### config.mk
export PLATFORM = sky130hd
export DESIGN_NAME = demux_ctrl
export DESIGN_NICKNAME = d
export VERILOG_FILES = /design/src/rtl/demux_ctrl_pkg.sv /design/src/rtl/demux_ctrl_rr_pick.sv /design/src/rtl/demux_ctrl.sv
export SDC_FILE = /design/constraint.sdc
export NUM_CORES = 1
export LEC_CHECK = 0
export BUFFER_PORTS_ARGS = -buffer_cell sky130_fd_sc_hd__clkbuf_2
export CAP_MARGIN = 20
export CELL_PAD_IN_SITES_DETAIL_PLACEMENT = 0
export CELL_PAD_IN_SITES_GLOBAL_PLACEMENT = 1
export CORE_UTILIZATION = 40
export CTS_CLUSTER_SIZE = 20
export DETAILED_ROUTE_END_ITERATION = 7
export PLACE_DENSITY_LB_ADDON = 0.1
export SLEW_MARGIN = 20
export SYNTH_ARGS = -nofsm -noshare
export SYNTH_HDL_FRONTEND = slang
export SYNTH_SLANG_ARGS = --single-unit
### constraint.sdc
create_clock -name clk -period 2.2 [get_ports clk]
set_clock_uncertainty 0.2 [all_clocks]
set_input_delay 0.55 -clock clk [delete_from_list [all_inputs] [get_ports clk]]
set_output_delay 0.55 -clock clk [all_outputs]
set_load 0.05 [all_outputs]
### src/rtl/demux_ctrl_pkg.sv
// demux_ctrl_pkg: shared state, channel type and constants for the demux controller
package demux_ctrl_pkg;
  localparam int NUM_OUT = 4;
  typedef logic [$clog2(NUM_OUT)-1:0] ch_t;
  typedef enum logic [1:0] {IDLE, WAIT_RDY, DRIVE, DONE} state_t;
endpackage

### src/rtl/demux_ctrl_rr_pick.sv
// rr_pick: first unmasked channel in round-robin order starting after i_ptr
module rr_pick
  import demux_ctrl_pkg::*;
(
  input  ch_t                i_ptr,
  input  logic [NUM_OUT-1:0] i_mask,
  output ch_t                o_ch,
  output logic               o_valid
);
  ch_t w_c;
  // Scan from the farthest offset down so the nearest unmasked channel wins
  always_comb begin
    o_ch = '0;
    o_valid = 1'b0;
    w_c = '0;
    for (int k = NUM_OUT; k >= 1; k--) begin
      w_c = ch_t'(i_ptr + ch_t'(k));
      if (!i_mask[w_c]) begin
        o_ch = w_c;
        o_valid = 1'b1;
      end
    end
  end
endmodule

### src/rtl/demux_ctrl.sv
// demux_ctrl: round-robin dispatcher driving select/enable of an external 1-to-4 demux
module demux_ctrl
  import demux_ctrl_pkg::*;
#(
  parameter int PULSE_LEN = 1,
  parameter int TIMEOUT   = 8
) (
  input  logic               clk,
  input  logic               rst_n,
  input  logic               req,
  input  logic [NUM_OUT-1:0] skip_mask,
  input  logic [NUM_OUT-1:0] ch_ready,
  output logic [1:0]         sig,
  output logic               enable,
  output logic               busy,
  output logic               dispatch_done,
  output logic               timeout_err,
  output logic [1:0]         last_ch,
  output logic [7:0]         dispatch_cnt
);
  state_t     r_state, w_state_nxt;
  ch_t        r_ptr, w_ptr_nxt, r_sig, w_sig_nxt, r_last, w_last_nxt, w_pick;
  logic       r_en, w_en_nxt, r_done, w_done_nxt, r_to, w_to_nxt, w_valid;
  logic [7:0] r_cnt, w_cnt_nxt, r_wait, w_wait_nxt;
  logic [3:0] r_plen, w_plen_nxt;
  rr_pick u_pick (
    .i_ptr   (r_ptr),
    .i_mask  (skip_mask),
    .o_ch    (w_pick),
    .o_valid (w_valid)
  );
  always_comb begin
    w_state_nxt = r_state;
    w_ptr_nxt   = r_ptr;
    w_sig_nxt   = r_sig;
    w_last_nxt  = r_last;
    w_en_nxt    = r_en;
    w_done_nxt  = 1'b0;
    w_to_nxt    = 1'b0;
    w_cnt_nxt   = r_cnt;
    w_wait_nxt  = r_wait;
    w_plen_nxt  = r_plen;
    case (r_state)
      IDLE: if (req && w_valid) begin
        w_state_nxt = WAIT_RDY;
        w_sig_nxt   = w_pick;
        w_wait_nxt  = '0;
      end
      WAIT_RDY: if (ch_ready[r_sig]) begin
        w_state_nxt = DRIVE;
        w_en_nxt    = 1'b1;
        w_plen_nxt  = '0;
      end else if (r_wait == 8'(TIMEOUT - 1)) begin
        w_state_nxt = IDLE;
        w_to_nxt    = 1'b1;
        w_ptr_nxt   = r_sig;
      end else begin
        w_wait_nxt  = r_wait + 8'd1;
      end
      DRIVE: if (r_plen == 4'(PULSE_LEN - 1)) begin
        w_state_nxt = DONE;
        w_en_nxt    = 1'b0;
        w_done_nxt  = 1'b1;
        w_ptr_nxt   = r_sig;
        w_last_nxt  = r_sig;
        w_cnt_nxt   = r_cnt + 8'd1;
      end else begin
        w_plen_nxt  = r_plen + 4'd1;
      end
      default: w_state_nxt = IDLE;
    endcase
  end
  always_ff @(posedge clk or negedge rst_n) begin
    if (!rst_n) begin
      r_state <= IDLE;
      r_ptr   <= ch_t'(NUM_OUT - 1);
      r_sig   <= '0;
      r_last  <= '0;
      r_en    <= 1'b0;
      r_done  <= 1'b0;
      r_to    <= 1'b0;
      r_cnt   <= '0;
      r_wait  <= '0;
      r_plen  <= '0;
    end else begin
      r_state <= w_state_nxt;
      r_ptr   <= w_ptr_nxt;
      r_sig   <= w_sig_nxt;
      r_last  <= w_last_nxt;
      r_en    <= w_en_nxt;
      r_done  <= w_done_nxt;
      r_to    <= w_to_nxt;
      r_cnt   <= w_cnt_nxt;
      r_wait  <= w_wait_nxt;
      r_plen  <= w_plen_nxt;
    end
  end
  assign sig           = r_sig;
  assign enable        = r_en;
  assign busy          = (r_state != IDLE);
  assign dispatch_done = r_done;
  assign timeout_err   = r_to;
  assign last_ch       = r_last;
  assign dispatch_cnt  = r_cnt;
endmodule

==> metrics.md <==
| Metric | Value |
|---|---|
| Status | completed |
| Gpl congestion | ~0.82 |
| # nets final | 235 |
| Area Growth Syn to Fin | 26.43% |
| FF-to-FF path depth | 7 |
| Crit. End Element | primary output |
| Syn Nets | 185 |
| Crit Path Category | flop to primary output |
| Slew Viols, Final | 0 |
| Fmax | 466.5 MHz |
| Chip Width | 68.63 µm |
| Placeable Area | between 4000 and 5000 µm² |
| Initial core utilization | 0.4284 |
| Routed vias | ~1500 |
| H-tree lvl count | 2 |
| N_diodes | 0 |
| Max_cap viols | 0 |
| Setup crit start kind | flop |
| CTS root buf | clkbuf_8 |
| Post_cts resized | 2 |
| Clk slew on worst S/H paths | ~70 ps |
| Hold Fails Final Rpt | 0 |
| Global-route wire length before repair | 7.093 mm |
| Tmin final | 2143 ps |
| Slew @ Worst Pin | 418.5 ps |
| Main synth FF type | dfrtp_1 |
| Power density over the cells | roughly 1600 nW/µm² |
| Critical Path RT | 1450 ps |
| Unrepaired setup endpoints after global routing | yes |
| Iter 0 DRT Violations | ~140 |
| Routed len/inst | 16.37 µm |
| Cell area after synthesis | approximately 1800 µm² |
| CTS tree | yes |
| Top Family by Delay on Critical Path | buffers and inverters |
| DRT antenna net count | 0 |
| Endpoints failing setup | 0 |
| Worst path most repeated cell | inv_1 |
| Grt total ovfl | 0 |
| DP Worst Slack | -28.97 ps |
| Total track usage | 0.2063 |
| Yosys cell types | 53 |
| Critical Path AT | 1390 ps |
| CTS Buf Count | 5 |
| Peak VDD IR | 0.0007301 V |
| Syn Area/Cell | between 10 and 15 µm² |
| # IOs | 27 |
| #FFs+latches synth | 31 |
| First drt pass iteration count | 4 |
| Clk sinks | 31 |
| Reg2reg end | r_wait[6]$_DFFE_PN0P_ |
| Post-Syn Instances | 166 |
| Hold_ws | 80.92 ps |
| CP Max Fanout | 5 |
| Hold Path Class | input pin to asynchronous set/reset pin |
| Final WS setup | 56.50 ps |
| Final HPWL DP | 3.245 mm |
| Max-slew headroom | 0.7138 |
| Cts hold-fix bufs | 0 |
| Critical R2R Launch | r_state[1]$_DFFE_PN0P_ |
| Layout cells sized above 1 | 0.3410 |
| IO Port Bufs | 26 |
| Synthesis Warnings | 0 |
| Initial antenna violation count | 0 |
| Detailed Route WL | 4.370 mm |
| CP max-delay cell | dfrtp_1 |
| Post-route DRC | 0 |
| Post-synthesis sequential area ratio | 0.4383 |
| CP max stage delay | 420 ps |
| CP bufs+invs | 3 |
| Vert. Die Dim | 68.63 µm |
| Fin crit share | 0.9743 |
| Vias in the first global route | 1484 |
| FFs w/ async S/R, synth | 1.000 |
| Worst skew pair latency | roughly 280 ps |
| Largest net degree at the start of global routing | 32 |
| Setup bufs post-CTS | 0 |
| Clk buf depth | 2 |
| Vias per cell | 5.719 |
| Row cnt | 23 |
| Area of the die | 4709 µm² |
| R2R setup slack | 90 ps |
| EDFF count, synth | 0 |
| Crit-path cells | inv_1 -> ha_2 -> inv_1 -> clkbuf_4 |
| Leakage | about 0.0011 µW |
-- routing by layer --
layer  part of all wire  track usage  routed length, µm  vias up
li1                   -            -                  -      730
met4              0.012      0.06771                 51        0
met2               0.46       0.3333               2029       42
met1               0.48       0.2719               2104      748
met5                  0            0                  0        -
met3              0.042      0.04441                184        7
-- cell usage in the layout, fill, tap and decap left out, drive strengths merged, types with 8 or more instances in the layout --
cell type	Yosys	routed
buf	0	21
clkbuf	4	32
dfrtp	29	29
ha	8	8
mux2	8	8
nand2	13	13
nand3	9	9
-- cell type report --
| type | count | area (µm²) |
|---|---|---|
| well taps | 50 | 62.56 |
| inverters | 6 | 22.52 |
| multi-input cells | 125 | 970.9 |
| repair buffers | 47 | 290.3 |
| fillers | 385 | 1899 |
| clock buffers | 6 | 82.58 |
| flip-flops and latches | 31 | 780.7 |
| clock inverters | 2 | 35.03 |
-- through the flow --
step / total power [µW] / instance area, µm² / utilization / TNS (ps) / instances
floorplan: 2292 / 1778 / - / 0 / 166
global placement: 2906 / 2113 / 0.5100 / 0 / 259
detailed placement: 2943 / 2113 / 0.5100 / -64.76 / 259
CTS: 3556 / 2236 / 0.5396 / 0 / 267
global route: 3769 / 2245 / 0.5417 / -16.09 / 267
finish: 3559 / 2245 / 0.5417 / 0 / 267
-- cells by family after synthesis --
kind of cell | Yosys count | synth area share
compound gates | 40 | 0.1811
xor+xnor | 7 | 0.03453
mux | 11 | 0.07681
flops | 31 | 0.4383
fa+ha+maj | 8 | 0.05638
simple gates | 59 | 0.1917
buf+inv | 10 | 0.02114
-- where the power goes --
group	switching (µW)	internal, µW
Clock	225	366
Combinational	1120	772
Sequential	265	810
Total	1610	1950
-- flip-flops by register name, summed over array words and instances (netlist names) --
name,flops
dispatch_cnt,8
dispatch_done,1
enable,1
last_ch,2
r_plen,4
r_ptr,2
r_state,2
r_wait,8
sig,2
timeout_err,1
-- cells in the mapped netlist, types with 2 or more instances --
master     n  area share
mux2_2     5       0.032
nand2b_1   4       0.014
xor2_1     2      0.0099
clkbuf_1   4      0.0085
dfrtp_1   29        0.41
ha_1       8       0.056
a211o_1    6       0.030
o211a_1    4       0.023
a31oi_1    2      0.0070
nand2_1   13       0.027
a21oi_1    4       0.011
inv_1      6       0.013
a21o_1     2      0.0085
and4_1     2      0.0099
mux2_1     2       0.013
o22ai_1    2      0.0070
nor4_1     6       0.021
xnor2_1    5       0.025
or3_1      2      0.0070
dfstp_2    2       0.030
o21ai_0    5       0.014
nor2b_1    3       0.011
nand3_1    9       0.025
nor2_1     6       0.013
o221ai_1   2      0.0099
nand4_1    3       0.011
mux2i_1    2       0.011
-- worst max-delay path by stage --
stage | startpoint | to | cells after the start
6_report | r_state[0]$_DFFE_PN0P_ | busy | 4
3_3_place_gp | ch_ready[1] | r_wait[1]$_DFFE_PN0P_ | 5
5_1_grt | r_state[0]$_DFFE_PN0P_ | busy | 4
3_5_place_dp | ch_ready[1] | r_wait[1]$_DFFE_PN0P_ | 5
4_1_cts | r_state[1]$_DFFE_PN0P_ | r_wait[6]$_DFFE_PN0P_ | 7
2_1_floorplan | sig[1]$_DFFE_PN0P_ | r_wait[1]$_DFFE_PN0P_ | 4
No activity file was read; power rests on OpenSTA's default activity.
